--- src/rtl/mips_ctrl_pkg.sv ---
`default_nettype none
// ============================================================================
// Module      : mips_ctrl_pkg
// Description : Shared definitions for the multicycle MIPS controller:
//               FSM state encoding, opcode/funct values, ALUControl codes,
//               ALUOp codes, PCSrc and ALUSrcB mux encodings.
// Revision    : 1.0 - initial release
// ============================================================================
package mips_ctrl_pkg;

    localparam int ST_W = 4;

    typedef enum logic [ST_W-1:0] {
        S_FETCH    = 4'd0,
        S_DECODE   = 4'd1,
        S_MEMADR   = 4'd2,
        S_MEMREAD  = 4'd3,
        S_MEMWB    = 4'd4,
        S_MEMWRITE = 4'd5,
        S_EXECUTE  = 4'd6,
        S_ALUWB    = 4'd7,
        S_BRANCH   = 4'd8,
        S_ADDIEXEC = 4'd9,
        S_ADDIWB   = 4'd10,
        S_JUMP     = 4'd11
    } state_t;

    // Opcodes (Instr[31:26])
    localparam logic [5:0] c_OP_RTYPE = 6'b000000;
    localparam logic [5:0] c_OP_LW    = 6'b100011;
    localparam logic [5:0] c_OP_SW    = 6'b101011;
    localparam logic [5:0] c_OP_BEQ   = 6'b000100;
    localparam logic [5:0] c_OP_ADDI  = 6'b001000;
    localparam logic [5:0] c_OP_J     = 6'b000010;

    // R-type funct field (Instr[5:0])
    localparam logic [5:0] c_FN_ADD = 6'b100000;
    localparam logic [5:0] c_FN_SUB = 6'b100010;
    localparam logic [5:0] c_FN_AND = 6'b100100;
    localparam logic [5:0] c_FN_OR  = 6'b100101;
    localparam logic [5:0] c_FN_SLT = 6'b101010;

    // ALUControl codes
    localparam logic [2:0] c_ALU_ADD = 3'b010;
    localparam logic [2:0] c_ALU_SUB = 3'b110;
    localparam logic [2:0] c_ALU_AND = 3'b000;
    localparam logic [2:0] c_ALU_OR  = 3'b001;
    localparam logic [2:0] c_ALU_SLT = 3'b111;

    // ALUOp from FSM to ALU decoder
    localparam logic [1:0] c_ALUOP_ADD   = 2'b00;
    localparam logic [1:0] c_ALUOP_SUB   = 2'b01;
    localparam logic [1:0] c_ALUOP_FUNCT = 2'b10;

    // PCSrc encodings
    localparam logic [1:0] c_PCSRC_ALURES = 2'b00;
    localparam logic [1:0] c_PCSRC_ALUOUT = 2'b01;
    localparam logic [1:0] c_PCSRC_JUMP   = 2'b10;

    // ALUSrcB encodings
    localparam logic [1:0] c_SRCB_REG   = 2'b00;
    localparam logic [1:0] c_SRCB_FOUR  = 2'b01;
    localparam logic [1:0] c_SRCB_IMM   = 2'b10;
    localparam logic [1:0] c_SRCB_IMMSH = 2'b11;

endpackage
`default_nettype wire

--- src/rtl/multicycle_controller_if.sv ---
`default_nettype none
// ============================================================================
// Module      : multicycle_controller_if
// Description : Controller <-> datapath bundle.
//               master : controller side (drives mux selects / strobes)
//               slave  : datapath side (drives Op, Funct, Zero, MemReady)
// Revision    : 1.0 - initial release
// ============================================================================
interface multicycle_controller_if;

    logic [5:0] Op;
    logic [5:0] Funct;
    logic       Zero;
    logic       MemReady;

    logic       MemReq;
    logic       IorD;
    logic       MemWrite;
    logic       IRWrite;
    logic       PCEn;
    logic [1:0] PCSrc;
    logic       ALUSrcA;
    logic [1:0] ALUSrcB;
    logic [2:0] ALUControl;
    logic       RegDst;
    logic       MemtoReg;
    logic       RegWrite;
    logic       Illegal;

    modport master (
        input  Op, Funct, Zero, MemReady,
        output MemReq, IorD, MemWrite, IRWrite, PCEn, PCSrc, ALUSrcA,
               ALUSrcB, ALUControl, RegDst, MemtoReg, RegWrite, Illegal
    );

    modport slave (
        output Op, Funct, Zero, MemReady,
        input  MemReq, IorD, MemWrite, IRWrite, PCEn, PCSrc, ALUSrcA,
               ALUSrcB, ALUControl, RegDst, MemtoReg, RegWrite, Illegal
    );

endinterface
`default_nettype wire

--- src/rtl/alu_decoder.sv ---
`default_nettype none
// ============================================================================
// Module      : alu_decoder
// Description : Maps ALUOp (from the FSM) and Funct to ALUControl.
//               alu_op 00 -> add, 01 -> sub, 10 -> decode funct.
//               Unknown funct (and unused alu_op 11) fall back to add.
// Ports       : alu_op[1:0] in, funct[5:0] in, alu_control[2:0] out
// Revision    : 1.0 - initial release
// ============================================================================
module alu_decoder
    import mips_ctrl_pkg::*;
(
    input  logic [1:0] alu_op,
    input  logic [5:0] funct,
    output logic [2:0] alu_control
);

    always_comb begin
        alu_control = c_ALU_ADD;
        case (alu_op)
            c_ALUOP_SUB: alu_control = c_ALU_SUB;
            c_ALUOP_FUNCT: begin
                case (funct)
                    c_FN_SUB: alu_control = c_ALU_SUB;
                    c_FN_AND: alu_control = c_ALU_AND;
                    c_FN_OR:  alu_control = c_ALU_OR;
                    c_FN_SLT: alu_control = c_ALU_SLT;
                    default:  alu_control = c_ALU_ADD;
                endcase
            end
            default: alu_control = c_ALU_ADD;
        endcase
    end

endmodule
`default_nettype wire

--- src/rtl/multicycle_controller.sv ---
`default_nettype none
// ============================================================================
// Module      : multicycle_controller
// Description : Main control FSM for the multicycle MIPS datapath. One
//               instruction phase per cycle; stalls FETCH/MEMREAD/MEMWRITE
//               until MemReady.
// Ports       : CLK   - clock, rising edge
//               Reset - synchronous active-high reset
//               ctl   - controller bundle (master modport)
// Revision    : 1.0 - initial release
// ============================================================================
module multicycle_controller
    import mips_ctrl_pkg::*;
#(
    parameter int STATE_W = 4
) (
    input  logic                    CLK,
    input  logic                    Reset,
    multicycle_controller_if.master ctl
);

    logic [STATE_W-1:0] r_state;
    state_t             w_state;
    state_t             w_next;

    logic       w_mem_req;
    logic       w_mem_write;
    logic       w_ir_write;
    logic       w_pc_write;
    logic       w_branch;
    logic       w_reg_write;
    logic       w_illegal;
    logic [1:0] w_alu_op;

    assign w_state = state_t'(r_state[ST_W-1:0]);

    always_ff @(posedge CLK) begin
        if (Reset) begin
            r_state <= STATE_W'(S_FETCH);
        end else begin
            r_state <= STATE_W'(w_next);
        end
    end

    always_comb begin
        w_next          = w_state;
        w_mem_req       = 1'b0;
        w_mem_write     = 1'b0;
        w_ir_write      = 1'b0;
        w_pc_write      = 1'b0;
        w_branch        = 1'b0;
        w_reg_write     = 1'b0;
        w_illegal       = 1'b0;
        w_alu_op        = c_ALUOP_ADD;
        ctl.IorD        = 1'b0;
        ctl.PCSrc       = c_PCSRC_ALURES;
        ctl.ALUSrcA     = 1'b0;
        ctl.ALUSrcB     = c_SRCB_REG;
        ctl.RegDst      = 1'b0;
        ctl.MemtoReg    = 1'b0;
        case (w_state)
            S_FETCH: begin
                w_mem_req   = 1'b1;
                ctl.ALUSrcB = c_SRCB_FOUR;
                // IR load and PC+4 commit only on the cycle memory returns
                w_ir_write  = ctl.MemReady;
                w_pc_write  = ctl.MemReady;
                if (ctl.MemReady) w_next = S_DECODE;
            end
            S_DECODE: begin
                // Precompute branch target into ALUOut
                ctl.ALUSrcB = c_SRCB_IMMSH;
                case (ctl.Op)
                    c_OP_LW, c_OP_SW: w_next = S_MEMADR;
                    c_OP_RTYPE:       w_next = S_EXECUTE;
                    c_OP_BEQ:         w_next = S_BRANCH;
                    c_OP_ADDI:        w_next = S_ADDIEXEC;
                    c_OP_J:           w_next = S_JUMP;
                    default: begin
                        w_illegal = 1'b1;
                        w_next    = S_FETCH;
                    end
                endcase
            end
            S_MEMADR: begin
                ctl.ALUSrcA = 1'b1;
                ctl.ALUSrcB = c_SRCB_IMM;
                w_next      = (ctl.Op == c_OP_SW) ? S_MEMWRITE : S_MEMREAD;
            end
            S_MEMREAD: begin
                w_mem_req = 1'b1;
                ctl.IorD  = 1'b1;
                if (ctl.MemReady) w_next = S_MEMWB;
            end
            S_MEMWB: begin
                w_reg_write  = 1'b1;
                ctl.MemtoReg = 1'b1;
                w_next       = S_FETCH;
            end
            S_MEMWRITE: begin
                w_mem_req   = 1'b1;
                w_mem_write = 1'b1;
                ctl.IorD    = 1'b1;
                if (ctl.MemReady) w_next = S_FETCH;
            end
            S_EXECUTE: begin
                ctl.ALUSrcA = 1'b1;
                w_alu_op    = c_ALUOP_FUNCT;
                w_next      = S_ALUWB;
            end
            S_ALUWB: begin
                w_reg_write = 1'b1;
                ctl.RegDst  = 1'b1;
                w_next      = S_FETCH;
            end
            S_BRANCH: begin
                ctl.ALUSrcA = 1'b1;
                w_alu_op    = c_ALUOP_SUB;
                w_branch    = 1'b1;
                ctl.PCSrc   = c_PCSRC_ALUOUT;
                w_next      = S_FETCH;
            end
            S_ADDIEXEC: begin
                ctl.ALUSrcA = 1'b1;
                ctl.ALUSrcB = c_SRCB_IMM;
                w_next      = S_ADDIWB;
            end
            S_ADDIWB: begin
                w_reg_write = 1'b1;
                w_next      = S_FETCH;
            end
            S_JUMP: begin
                ctl.PCSrc  = c_PCSRC_JUMP;
                w_pc_write = 1'b1;
                w_next     = S_FETCH;
            end
            default: w_next = S_FETCH;
        endcase
    end

    // Strobes are masked during reset so an abandoned instruction can
    // never commit a register, memory, IR or PC write.
    assign ctl.MemReq   = w_mem_req   & ~Reset;
    assign ctl.MemWrite = w_mem_write & ~Reset;
    assign ctl.IRWrite  = w_ir_write  & ~Reset;
    assign ctl.RegWrite = w_reg_write & ~Reset;
    assign ctl.Illegal  = w_illegal   & ~Reset;
    assign ctl.PCEn     = (w_pc_write | (w_branch & ctl.Zero)) & ~Reset;

    alu_decoder u_alu_decoder (
        .alu_op      (w_alu_op),
        .funct       (ctl.Funct),
        .alu_control (ctl.ALUControl)
    );

endmodule
`default_nettype wire

--- src/flat_wrapper.sv ---
// flat-port wrapper written by rule: the top's interface ports become plain ports
module multicycle_controller_flat import mips_ctrl_pkg::*;
#(
    parameter int STATE_W = 4
)
  (CLK, Reset, ctl_Op, ctl_Funct, ctl_Zero, ctl_MemReady, ctl_MemReq, ctl_IorD, ctl_MemWrite, ctl_IRWrite, ctl_PCEn, ctl_PCSrc, ctl_ALUSrcA, ctl_ALUSrcB, ctl_ALUControl, ctl_RegDst, ctl_MemtoReg, ctl_RegWrite, ctl_Illegal);
  multicycle_controller_if ctl_i ();
  input  logic CLK;
  input  logic Reset;
  input wire logic [$bits(ctl_i.Op)-1:0] ctl_Op;
  input wire logic [$bits(ctl_i.Funct)-1:0] ctl_Funct;
  input wire logic [$bits(ctl_i.Zero)-1:0] ctl_Zero;
  input wire logic [$bits(ctl_i.MemReady)-1:0] ctl_MemReady;
  output wire logic [$bits(ctl_i.MemReq)-1:0] ctl_MemReq;
  output wire logic [$bits(ctl_i.IorD)-1:0] ctl_IorD;
  output wire logic [$bits(ctl_i.MemWrite)-1:0] ctl_MemWrite;
  output wire logic [$bits(ctl_i.IRWrite)-1:0] ctl_IRWrite;
  output wire logic [$bits(ctl_i.PCEn)-1:0] ctl_PCEn;
  output wire logic [$bits(ctl_i.PCSrc)-1:0] ctl_PCSrc;
  output wire logic [$bits(ctl_i.ALUSrcA)-1:0] ctl_ALUSrcA;
  output wire logic [$bits(ctl_i.ALUSrcB)-1:0] ctl_ALUSrcB;
  output wire logic [$bits(ctl_i.ALUControl)-1:0] ctl_ALUControl;
  output wire logic [$bits(ctl_i.RegDst)-1:0] ctl_RegDst;
  output wire logic [$bits(ctl_i.MemtoReg)-1:0] ctl_MemtoReg;
  output wire logic [$bits(ctl_i.RegWrite)-1:0] ctl_RegWrite;
  output wire logic [$bits(ctl_i.Illegal)-1:0] ctl_Illegal;
  assign ctl_i.Op = ctl_Op;
  assign ctl_i.Funct = ctl_Funct;
  assign ctl_i.Zero = ctl_Zero;
  assign ctl_i.MemReady = ctl_MemReady;
  assign ctl_MemReq = ctl_i.MemReq;
  assign ctl_IorD = ctl_i.IorD;
  assign ctl_MemWrite = ctl_i.MemWrite;
  assign ctl_IRWrite = ctl_i.IRWrite;
  assign ctl_PCEn = ctl_i.PCEn;
  assign ctl_PCSrc = ctl_i.PCSrc;
  assign ctl_ALUSrcA = ctl_i.ALUSrcA;
  assign ctl_ALUSrcB = ctl_i.ALUSrcB;
  assign ctl_ALUControl = ctl_i.ALUControl;
  assign ctl_RegDst = ctl_i.RegDst;
  assign ctl_MemtoReg = ctl_i.MemtoReg;
  assign ctl_RegWrite = ctl_i.RegWrite;
  assign ctl_Illegal = ctl_i.Illegal;
  multicycle_controller #(.STATE_W(STATE_W)) u_core (.CLK(CLK), .Reset(Reset), .ctl(ctl_i));
endmodule
--- config.mk ---
export PLATFORM = sky130hd
export DESIGN_NAME = multicycle_controller_flat
export DESIGN_NICKNAME = d
export VERILOG_FILES = /design/src/rtl/mips_ctrl_pkg.sv /design/src/rtl/multicycle_controller_if.sv /design/src/rtl/alu_decoder.sv /design/src/rtl/multicycle_controller.sv /design/src/flat_wrapper.sv
export SDC_FILE = /design/constraint.sdc
export NUM_CORES = 1
export LEC_CHECK = 0
export ABC_AREA = 1
export CAP_MARGIN = 20
export CORE_ASPECT_RATIO = 1.25
export CORE_UTILIZATION = 38
export CTS_CLUSTER_SIZE = 40
export DETAILED_ROUTE_END_ITERATION = 12
export GPL_TIMING_DRIVEN = 0
export PLACE_DENSITY = 0.74
export SETUP_SLACK_MARGIN = 0.5
export SLEW_MARGIN = 0
export SYNTH_ARGS = -nofsm -noshare
export SYNTH_HDL_FRONTEND = slang
export SYNTH_SLANG_ARGS = --single-unit
--- constraint.sdc ---
create_clock -name CLK -period 2.2 [get_ports CLK]
set_clock_uncertainty 0.05 [all_clocks]
set_input_delay 0.33 -clock CLK [delete_from_list [all_inputs] [get_ports CLK]]
set_output_delay 0.33 -clock CLK [all_outputs]
set_load 0.05 [all_outputs]
Word-level counts from Yosys, hierarchy flattened
Index checks and enable logic that the tools add are counted.
{"block": "word_totals", "ff_bits": 4, "inputBits": 16, "output_inout_bits": 17, "word_cells": 68}
{"block": "classes", "n_eq_ne": 25, "mux": 23, "bitwise": 9, "n_reduce_logical": 10}
{"op": "equality test 6 bit, second input constant", "n": 6}
{"op": "case mux 4 bit (7 select lines)", "n": 1}
{"op": "case mux 4 bit (5 select lines)", "n": 1}
{"op": "equality test 4 x 3 -> 1 bit, second input constant", "n": 4}
{"op": "equality test 4 bit, second input constant", "n": 4}
{"op": "two-way mux 4 bit", "n": 3}
{"op": "case mux 3 bit (4 select lines)", "n": 1}
{"op": "two-way mux 1 bit", "n": 11}
{"op": "equality test 4 x 2 -> 1 bit, second input constant", "n": 2}
{"op": "case mux 2 bit (2 select lines)", "n": 2}
{"op": "AND 1 bit", "n": 7}
{"op": "equality test 6 x 2 -> 1 bit, second input constant", "n": 1}
{"op": "equality test 6 x 3 -> 1 bit, second input constant", "n": 1}
{"op": "equality test 6 x 4 -> 1 bit, second input constant", "n": 1}
{"op": "zero test 6 bit", "n": 1}
{"op": "!= test 2 bit, second input constant", "n": 3}
{"op": "case mux 2 bit (3 select lines)", "n": 1}
{"op": "case mux 3 bit (2 select lines)", "n": 1}
{"op": "OR reduction 2 bit", "n": 3}
{"op": "OR reduction 3 bit", "n": 2}
{"op": "OR reduction 6 bit", "n": 1}
{"op": "equality test 4 x 1 -> 1 bit, second input constant", "n": 1}
{"op": "zero test 4 bit", "n": 1}
{"op": "OR reduction 4 bit", "n": 1}
{"op": "other kinds (7)", "n": 7}

Logic depth before layout (Yosys ltp)
Gate-level depths: netlist of the first run.
{"block": "logic_depth", "word_depth": 5, "mapped_depth": 9}

By module
From an unflattened synthesis of the first run, not the netlist that was laid out.
{"block": "unflattened", "cells_unflattened": 142, "area_unflattened_um2": 691.9}
{"module": "multicycle_controller", "n_inst": 1, "cells_each": 105, "area_each_um2": 518.0}
{"module": "alu_decoder", "n_inst": 1, "cells_each": 37, "area_each_um2": 173.9}

Least setup slack after synthesis of the first run
No wires, ideal clock.
{"block": "synth_path", "path_kind": "reg-to-output", "startpoint": "register u_core.r_state[1]", "endpoint": "output port ctl_ALUControl[2]", "arrival_time_ps": 2685, "path_slack_ps": -865, "path_stages_with_launch": 9, "path_cell_list": "dfxtp_1 nor2_1 inv_1 nor2_1 inv_1 ha_1 inv_1 nand2_1 o22ai_1"}
{"block": "synth_between", "elab_chain_cells": 4, "word_cells_on_any_way": 6}
{"element": "start: declaration", "line": "multicycle_controller.sv:22", "rtl": "logic [STATE_W-1:0] r_state;"}
{"element": "start signal: assignment", "line": "multicycle_controller.sv:39", "rtl": "r_state <= STATE_W'(S_FETCH);"}
{"element": "start signal: assignment", "line": "multicycle_controller.sv:41", "rtl": "r_state <= STATE_W'(w_next);"}
{"element": "equality test 4 bit or equality test 4 x 3 -> 1 bit (tied branches)", "line": "multicycle_controller.sv:61", "rtl": "case (w_state)"}
{"element": "case mux 2 bit (2 select lines) *", "line": "multicycle_controller.sv:61"}
{"element": "equality test 2 bit or equality test 2 x 1 -> 1 bit (tied branches)", "line": "alu_decoder.sv:20", "rtl": "case (alu_op)"}
{"element": "case mux 3 bit (2 select lines) *", "line": "alu_decoder.sv:20"}
{"element": "end: declaration", "line": "flat_wrapper.sv:22", "rtl": "output wire logic [$bits(ctl_i.ALUControl)-1:0] ctl_ALUControl;"}
Every way passes the cells marked *; elsewhere a longest branch is shown, timed or not.

Worst setup path in the final report of the first run
{"block": "layout_path", "startpoint": "register u_core.r_state[3]", "endpoint": "output port ctl_ALUControl[0]"}
The elaborated chain is that of the path after synthesis.

==> results by group, run 1 <==
Clock network
  • H-tree levels: 1
  • Hold_buf cts: 0
  • Clock-pin slew on the worst setup and hold paths: 0.04 ns
  • Clock Sinks: 4
  • CTS Buf Count: 3
  • CTS Buffer Depth: 2
  • TritonCTS clock tree: yes
  • Worst skew pair latency: 0.23 ns
  • Root Buffer: clkbuf_4

Pwr
  • PwrDens: 278 nW/um^2
  • Largest vdd supply drop: 279 uV
  • Leak: 0.623 nW
  • Clock share of power: 26.3%
  • Sw Share: 40.3%
  • Switch Pwr: 137 uW
  • Pint: 204 uW
  • Combinational share of power: 50.2%
  • Part of the power in registers: 23.5%

Synthesis
  • Syn_nets: 141
  • Cell Area, Synth: 619 um^2
  • Register bit total from synthesis: 4
  • Yosys Warn Count: 0
  • Sequential area share after synthesis: 12.9%
  • Cells after Synth: 123
  • Netlist cell types: 18
  • Mean post-synth cell area: 5.04 um^2

Global route
  • Initial antenna violation count: 0
  • Vias in the first global route: 868
  • Largest net degree at the start of global routing: 9
  • First-pass GRT wire length: 3.32 mm
  • Total track usage: 26.1%
  • GR Overflow Total: 0

Cells and area
  • Max FFs per register: 4
  • N_diodes: 0
  • Largest regs: u_core.r_state x4
  • Final nets: 188
  • Syn-to-layout area delta: 98.4%
  • Final non-filler cell total: 185
  • Fraction of layout cells with a size suffix above 1: 44.0%
  • Design Area, Final: 1230 um^2
  • Fillers: 97
  • Fin util: 85.0%
  • Biggest register: u_core.r_state

Die
  • Initial Util: 42.9%
  • Die X: 38.1 um
  • FP Rows: 15
  • Io pins: 33
  • Die H: 47.1 um
  • Die area: 1800 um^2
  • Core ar.: 1450 um^2

STA
  • Final Hold Vio Count: 0
  • Fmax: 0.510 GHz
  • RSZ-0062 raised after global routing: yes
  • Final period utilization: 89.2%
  • Min cycle time layout: 1.96 ns
  • Final setup vio count: 0
  • Measured slew at the worst slew-check pin: 0.606 ns
  • Slew margin rel.: 59.6%
  • Final Slew Violations: 0
  • Setup slack after layout: 0.238 ns
  • Final hold slack: 0.525 ns

Critical path
  • Critical path startpoint category: flip-flop
  • Worst Path Max Fanout: 4
  • Crit Path Category: flip-flop to primary output
  • Worst EP arrival: 1.58 ns
  • CP peak stage delay: 0.33 ns
  • Crit-path cells: inv_4 > nor2_4 > inv_2 > nor2_4 > inv_2 > ha_4 > inv_4 > nand2_4 > a21oi_4 > buf_6
  • CP required: 1.82 ns
  • Worst Setup End Kind: primary output
  • Cells on worst reg2reg path: 8
  • Crit-path slowest cell: dfxtp_2

Routing
  • Vias per inst: 5.21
  • Final wirelength: 2.44 mm
  • Total number of vias: 964
  • Post-DRT Antenna Nets: 0
  • Post-route DRC: 0
  • Routed len/inst: 13.2 um
  • Initial drt markers: 14
  • Drt first pass iters: 5

Worst hold path
  • HP Class: primary input to flip-flop
  • Hold depth: 3

Placed design
  • Half-perimeter wire length after placement: 1.54 mm
  • DP Area: 1080 um^2
  • Placement Setup Slack: -0.354 ns
  • Post-placement cell count: 171
  • Number of port buffers: 31
  • Final GP Congestion: 0.866

Status
  • Status: completed

Job
  • Max-cap violations: 0
[power groups by stage]
stage                     sequential (mW)  clock (mW)  combinational, mW
final                              0.0800      0.0898              0.171
after floorplan                    0.0803           0             0.0939
after detailed placement           0.0812           0              0.149
after global placement             0.0812           0              0.146
after global routing               0.0801      0.0979              0.181
after CTS                          0.0796      0.0955              0.161
[timing repair]
action	in CTS	in global routing
buffers inserted	8	3
resized for setup	116	21
setup endpoints to repair	17	15
pin swaps	9	1
hold endpoints to repair	0	0
[placed cells by master (no fill, tap or decap), drive strengths merged]
master,synthesis,final
buf,1,27
nand4,2,2
inv,30,30
nand3,15,15
dlygate4sd2,0,6
nor3,1,1
nor2,24,24
clkbuf,0,5
o22ai,3,3
a31oi,3,3
a21oi,4,4
ha,2,2
nand3b,1,1
dfxtp,4,4
nand2,30,30
clkdlybuf4s50,0,8
o21ai,3,3
[stage by stage]
stage               power, mW  setup TNS (ns)
floorplan               0.174               0
global route            0.359               0
finish                  0.341               0
CTS                     0.337               0
global placement        0.228           -1.25
detailed placement      0.230           -1.40
[logic make-up after synthesis]
group                    count (synthesis)  share of synthesized area [%]
flip-flops                               4                           12.9
adder cells (fa/ha/maj)                  2                           4.04
AO/OA/AOI/OAI                           13                           11.7
buffers and inverters                   31                           18.8
AND/OR/NAND/NOR                         73                           52.5
[area by class of cell]
class,instances,area (um^2),share of cell area [%]
Tap cell,17,21.3,1.73
Buffer,1,3.75,0.305
Timing Repair Buffer,42,374,30.4
Sequential cell,4,87.6,7.13
Multi-Input combinational cell,88,602,49.0
Inverter,30,118,9.57
Clock buffer,3,22.5,1.83
[cells in the mapped netlist]
cell       n  area share, %
dfxtp_1    4             13
o21ai_0    3            2.4
inv_1     28             17
o22ai_1    3            3.0
nand3_1   15             12
nand2_1   26             16
nand3b_1   1            1.2
nor2_2     2            2.0
a31oi_1    3            3.0
nor2_4     1            1.8
inv_2      2            1.2
a21oi_1    4            3.2
nor2_1    21             13
buf_1      1           0.61
nor3_1     1           0.81
nand4_1    2            2.0
ha_1       2            4.0
nand2_2    4            4.0
[path summary, 6_finish.rpt]
path	start	end	slack, ns
worst max-delay path	u_core.r_state[3]$_SDFFE_PP0P_	ctl_ALUControl[0]	0.24
worst min-delay path	ctl_Op[2]	u_core.r_state[3]$_SDFFE_PP0P_	0.52
worst max register to register	u_core.r_state[1]$_SDFFE_PP0P_	u_core.r_state[2]$_SDFFE_PP0P_	0.74
worst min register to register	u_core.r_state[0]$_SDFFE_PP0P_	u_core.r_state[3]$_SDFFE_PP0P_	0.72
[per-layer routing]
metal	track usage (%)	vias up	wire length [um]
met2	49.2	37	1370
met5	0	-	0
li1	-	478	-
met1	27.0	444	898
met3	3.32	5	116
met4	15.7	0	51
[critical path, delay by kind of cell (launching register included)]
kind,cells,cell delay [ns]
AO/OA/AOI/OAI,1,0.11
adder cells (fa/ha/maj),1,0.23
buffers and inverters,5,0.41
flip-flops,1,0.33
AND/OR/NAND/NOR,3,0.27
Power figures use the tool's default switching activity.
==> inputs of run 2 (changes only) <==
Settings changed: CORE_ASPECT_RATIO 1.25 to not set, CORE_UTILIZATION 38 to 41, PLACE_DENSITY 0.74 to 0.79.
Clock period 2.2 ns to 2.35 ns, I/O delays scaled along.
==> run 2 against run 1 <==
Net effect:
- count of clock-buffer cells in the layout did not move
- total power fell by 7.2%
- sequential share of layout area rose by 0.60 points
- worst hold slack got worse by 0.024 ns
- clock power fell by 9.5%
- first-iteration DRC count rose to 2.9 times the previous value
- critical path type unchanged
- highest routed layer unchanged
==> results by group, run 2 (synthesis results as in run 1) <==
Pwr
  • Largest vdd supply drop: 317 uV
  • PwrDens: 271 nW/um^2
  • Leak: 0.609 nW

Status
  • Status: completed

Cells and area
  • Final non-filler cell total: 182
  • Syn-to-layout area delta: 88.3%
  • Fillers: 87
  • Most frequent cells in the layout: nand2_1, inv_1, nor2_1, nand3_1, buf_4
  • Biggest register: u_core.r_state
  • Fraction of layout cells with a size suffix above 1: 38.9%
  • Final nets: 187
  • N_diodes: 0
  • Max FFs per register: 4
  • Largest regs: u_core.r_state x4
  • Design Area, Final: 1170 um^2
  • Commonest non-fill, non-tap cell in the layout: nand2_1

STA
  • Final period utilization: 86.7%
  • RSZ-0062 raised after global routing: yes
  • Fmax: 0.491 GHz
  • Final setup vio count: 0
  • Final hold slack: 0.500 ns
  • Final Hold Vio Count: 0
  • Measured slew at the worst slew-check pin: 0.490 ns
  • Final Slew Violations: 0
  • Setup slack after layout: 0.314 ns
  • Slew margin rel.: 67.5%
  • Min cycle time layout: 2.04 ns

Placed design
  • Half-perimeter wire length after placement: 1.59 mm
  • DP Area: 1070 um^2
  • Final GP Congestion: 0.825
  • Post-placement cell count: 169
  • Number of port buffers: 31
  • Placement Setup Slack: -0.227 ns

Worst hold path
  • HP Class: primary input to flip-flop

Die
  • Die area: 1670 um^2
  • Die H: 40.9 um
  • Io pins: 33
  • Initial Util: 45.9%
  • FP Rows: 13
  • Core ar.: 1350 um^2
  • Die X: 40.9 um

Routing
  • Initial drt markers: 40
  • Post-route DRC: 0
  • Total number of vias: 980
  • Post-DRT Antenna Nets: 0
  • Final wirelength: 2.43 mm
  • Drt first pass iters: 4
  • Routed len/inst: 13.4 um
  • Vias per inst: 5.38

Critical path
  • Worst Setup End Kind: primary output
  • Worst EP arrival: 1.63 ns
  • Critical path startpoint category: flip-flop
  • CP required: 1.95 ns
  • Crit Path Category: flip-flop to primary output
  • Worst Path Max Fanout: 4

Clock network
  • H-tree levels: 1
  • CTS Buf Count: 3
  • Clock-pin slew on the worst setup and hold paths: 0.03 ns
  • TritonCTS clock tree: yes
  • Clock Sinks: 4
  • Root Buffer: clkbuf_4
  • CTS Buffer Depth: 2
  • Worst skew pair latency: 0.23 ns

Global route
  • Vias in the first global route: 761
  • Total track usage: 26.0%
  • First-pass GRT wire length: 2.99 mm
  • Largest net degree at the start of global routing: 9
  • Initial antenna violation count: 0
  • GR Overflow Total: 0

Job
  • Max-cap violations: 0
[run 2: worst paths after layout]
| path | start | end | slack, ns | depth (start not counted) |
|---|---|---|---|---|
| max | u_core.r_state[0]$_SDFFE_PP0P_ | ctl_ALUControl[2] | 0.31 | 9 |
| min | Reset | u_core.r_state[2]$_SDFFE_PP0P_ | 0.50 | 2 |
| max reg2reg | u_core.r_state[2]$_SDFFE_PP0P_ | u_core.r_state[0]$_SDFFE_PP0P_ | 0.94 | 9 |
| min reg2reg | u_core.r_state[3]$_SDFFE_PP0P_ | u_core.r_state[3]$_SDFFE_PP0P_ | 0.66 | 4 |
[run 2: cell type report]
cell class                      count  area (um^2)  share of cell area [%]
Inverter                           30          118                    10.1
Clock buffer                        3         22.5                    1.93
Sequential cell                     4         90.1                    7.73
Buffer                              1         3.75                   0.322
Tap cell                           15         18.8                    1.61
Timing Repair Buffer               41          347                    29.7
Multi-Input combinational cell     88          567                    48.6
[run 2: metrics by stage]
step	power [mW]	utilization [%]	TNS, ns
floorplan	0.160	-	0
global placement	0.210	79.1	-0.619
detailed placement	0.212	79.1	-0.731
CTS	0.294	82.1	0
global route	0.338	86.4	0
finish	0.316	86.4	0
[run 2: power breakdown]
part | internal, mW | total, mW | switching [mW]
clock | 0.0569 | 0.0813 | 0.0244
combinational | 0.0662 | 0.161 | 0.0947
sequential | 0.0701 | 0.0743 | 0.00415
total | 0.193 | 0.316 | 0.123
[run 2: repair_timing]
item	4_1_cts	5_1_grt
pin swaps	5	6
gates resized for setup	79	29
endpoints found under the hold margin	0	0
endpoints found under the setup margin	17	16
hold buffers	0	0
buffers inserted	3	7
[run 2: critical path, stage by stage (launching register included)]
cell     delay (ns)
dfxtp_4        0.35
nor2_4         0.12
inv_2          0.07
nor2_4         0.15
inv_2          0.06
ha_4           0.23
inv_4          0.08
nand2_4        0.07
o22ai_4        0.10
buf_6          0.18
[run 2: layer usage]
metal / global-route usage [%] / vias to the layer above / share of wire, %
met2: 48.8 / 65 / 51
li1: - / 473 / -
met3: 4.35 / 8 / 8.6
met5: 0 / - / 0
met1: 30.3 / 434 / 38
met4: 4.17 / 0 / 2.2
==> inputs of run 3 (changes only) <==
Settings changed: CORE_UTILIZATION 41 to 43, PLACE_DENSITY 0.79 to 0.8, SYNTH_HIERARCHICAL set to 1.
==> run 3 against run 2 <==
Net effect:
- via count up 17%
- flip-flop and latch count stayed put
- register-to-register slack gained 0.04 ns
- first-iteration DRC count increased by 5.0%
- non-clock buffer count up 8
- sequential share of layout area decreased by 0.62 points
- count of clock-buffer cells in the layout stayed put
- final cell count is 15% higher
- synthesized cell count increased by 15%
- design area increased by 12%
- utilization up 0.17 points
- critical path type unchanged
- sequential power up 3.2%
==> results by group, run 3 <==
Critical path
  • Worst Setup End Kind: primary output
  • Delay-heaviest family, CP: simple AND/OR/NAND/NOR gates
  • Crit-path cells: nor2_4 > inv_2 > nor2_4 > inv_2 > ha_4 > or2_4 > a21oi_4 > buf_6
  • Buffers & Inverters on Critical Path: 3
  • Crit Path Category: flip-flop to primary output
  • CP peak stage delay: 0.36 ns
  • Worst Path Max Fanout: 5
  • Worst EP arrival: 1.73 ns
  • Critical path startpoint category: flip-flop
  • Crit-path slowest cell: dfxtp_2
  • CP required: 1.95 ns

Routing
  • Total number of vias: 1147
  • Vias per inst: 5.46
  • Drt first pass iters: 4
  • Routed len/inst: 14.2 um
  • Post-route DRC: 0
  • Initial drt markers: 42
  • Final wirelength: 2.99 mm
  • Post-DRT Antenna Nets: 0

Clock network
  • Clock-pin slew on the worst setup and hold paths: 0.04 ns
  • H-tree levels: 1
  • Clock Sinks: 4
  • Root Buffer: clkbuf_4
  • Worst skew pair latency: 0.23 ns
  • CTS Buffer Depth: 2
  • CTS Buf Count: 3
  • TritonCTS clock tree: yes

Die
  • Die H: 42.1 um
  • Die X: 42.1 um
  • Die area: 1770 um^2
  • Initial Util: 45.9%
  • FP Rows: 14
  • Core ar.: 1510 um^2
  • Io pins: 33

STA
  • Fmax: 0.469 GHz
  • Slew margin rel.: 79.6%
  • Final hold slack: 0.485 ns
  • RSZ-0062 raised after global routing: yes
  • Final Hold Vio Count: 0
  • Min cycle time layout: 2.13 ns
  • Setup slack after layout: 0.218 ns
  • Final setup vio count: 0
  • Final period utilization: 90.7%
  • Measured slew at the worst slew-check pin: 0.308 ns
  • Final Slew Violations: 0

Cells and area
  • Commonest non-fill, non-tap cell in the layout: nand2_1
  • Biggest register: u_core/r_state
  • Fillers: 93
  • Largest regs: u_core/r_state x4
  • Most frequent cells in the layout: nand2_1, inv_1, buf_4, nor2_1
  • Design Area, Final: 1300 um^2
  • N_diodes: 0
  • Final non-filler cell total: 210
  • Syn-to-layout area delta: 88.4%
  • Final nets: 214
  • Max FFs per register: 4
  • Fraction of layout cells with a size suffix above 1: 44.3%

Job
  • Max-cap violations: 0

Synthesis
  • Cells after Synth: 142
  • Cell taking the most area after synthesis: nand2_1
  • Sequential area share after synthesis: 11.6%
  • Cell with the most instances after synthesis: nand2_1
  • Post-synth top area share: 20.6%
  • Most instantiated cells after synthesis: nand2_1, nor2_1, inv_1
  • Async set-reset flop share out of synthesis: 0%
  • Main combinational cell family by area after synthesis: simple AND/OR/NAND/NOR gates
  • Synth top area cells: nand2_1, nor2_1, inv_1
  • Cell Area, Synth: 692 um^2
  • Mean post-synth cell area: 4.87 um^2
  • Mux contribution to synthesized area: 0%
  • Yosys Warn Count: 6
  • Post-synthesis xor/xnor area fraction: 0%
  • Netlist cell types: 20
  • Syn_nets: 160
  • Synth Area in Adders: 3.62%
  • Synth Area in Compound Gates: 7.96%
  • Post-synth EDFFs: 0
  • Post-Synth Simple-Gate Area: 58.8%
  • Main synth FF type: dfxtp_1
  • Register bit total from synthesis: 4

Global route
  • First-pass GRT wire length: 4.08 mm
  • GR Overflow Total: 0
  • Largest net degree at the start of global routing: 8
  • Vias in the first global route: 1021
  • Initial antenna violation count: 0
  • Total track usage: 29.2%

Worst hold path
  • HP Class: flip-flop to flip-flop

Placed design
  • DP Area: 1090 um^2
  • Half-perimeter wire length after placement: 1.60 mm
  • Final GP Congestion: 0.852
  • Post-placement cell count: 190
  • Number of port buffers: 32
  • Placement Setup Slack: -0.441 ns

Pwr
  • Largest vdd supply drop: 340 uV
  • PwrDens: 264 nW/um^2
  • Final total power: 344 uW
  • Leak: 0.694 nW

Status
  • Status: completed
==> run 3: cell families after synthesis <==
| family | after synthesis |
|---|---|
| AOI/OAI and AO/OA | 10 |
| DFF | 4 |
| and+or+nand+nor | 94 |
| buffers and inverters | 32 |
| adders and majority gates | 2 |
==> run 3: final timing paths <==
kind | startpoint | end | slack (ns) | cells past startpoint
setup / recovery | u_core/r_state[0]$_SDFFE_PP0P_ | ctl_ALUControl[0] | 0.22 | 8
hold / removal | u_core/r_state[2]$_SDFFE_PP0P_ | u_core/r_state[2]$_SDFFE_PP0P_ | 0.49 | 2
setup reg to reg | u_core/r_state[3]$_SDFFE_PP0P_ | u_core/r_state[1]$_SDFFE_PP0P_ | 0.98 | 10
hold reg to reg | u_core/r_state[2]$_SDFFE_PP0P_ | u_core/r_state[2]$_SDFFE_PP0P_ | 0.49 | 2
==> run 3: timing repair <==
item	4_1_cts	5_1_grt
gates cloned	0	0
endpoints found under the setup margin	17	14
hold buffers	0	0
pin swaps	13	5
gates resized for setup	109	20
endpoints found under the hold margin	0	0
setup buffers	13	4
==> run 3: tightest hold or removal path, delay by kind of cell, from the launching register on <==
kind,cells,cell delay (ns)
DFF,1,0.37
and+or+nand+nor,1,0.07
AOI/OAI and AO/OA,1,0.05
==> run 3: power breakdown <==
group	internal (mW)	leakage, nW	switching [mW]	total [mW]
clock	0.0570	0.0138	0.0264	0.0833
sequential	0.0690	0.0352	0.00775	0.0767
combinational	0.0699	0.645	0.114	0.184
==> run 3: per-layer routing <==
metal | global-route usage (%) | vias up | share of wire, %
li1 | - | 544 | -
met1 | 31.8 | 516 | 37
met2 | 56.9 | 67 | 52
met3 | 3.45 | 20 | 8.0
met4 | 10.6 | 0 | 3.2
met5 | 0 | - | 0
==> run 3: through the flow <==
step           util [%]  setup TNS, ns
2_1_floorplan         -              0
3_3_place_gp       72.3          -1.31
3_5_place_dp       72.3          -1.43
4_1_cts            84.1              0
5_1_grt            86.5              0
6_report           86.5              0
==> run 3: final cells by class <==
cell class	instances	area, um^2	area share [%]
multi-input combinational	106	618	47.4
timing repair buffer	49	423	32.4
inverter	31	120	9.21
sequential	4	92.6	7.10
clock buffer	3	22.5	1.73
tap	16	20.0	1.54
buffer	1	7.51	0.576
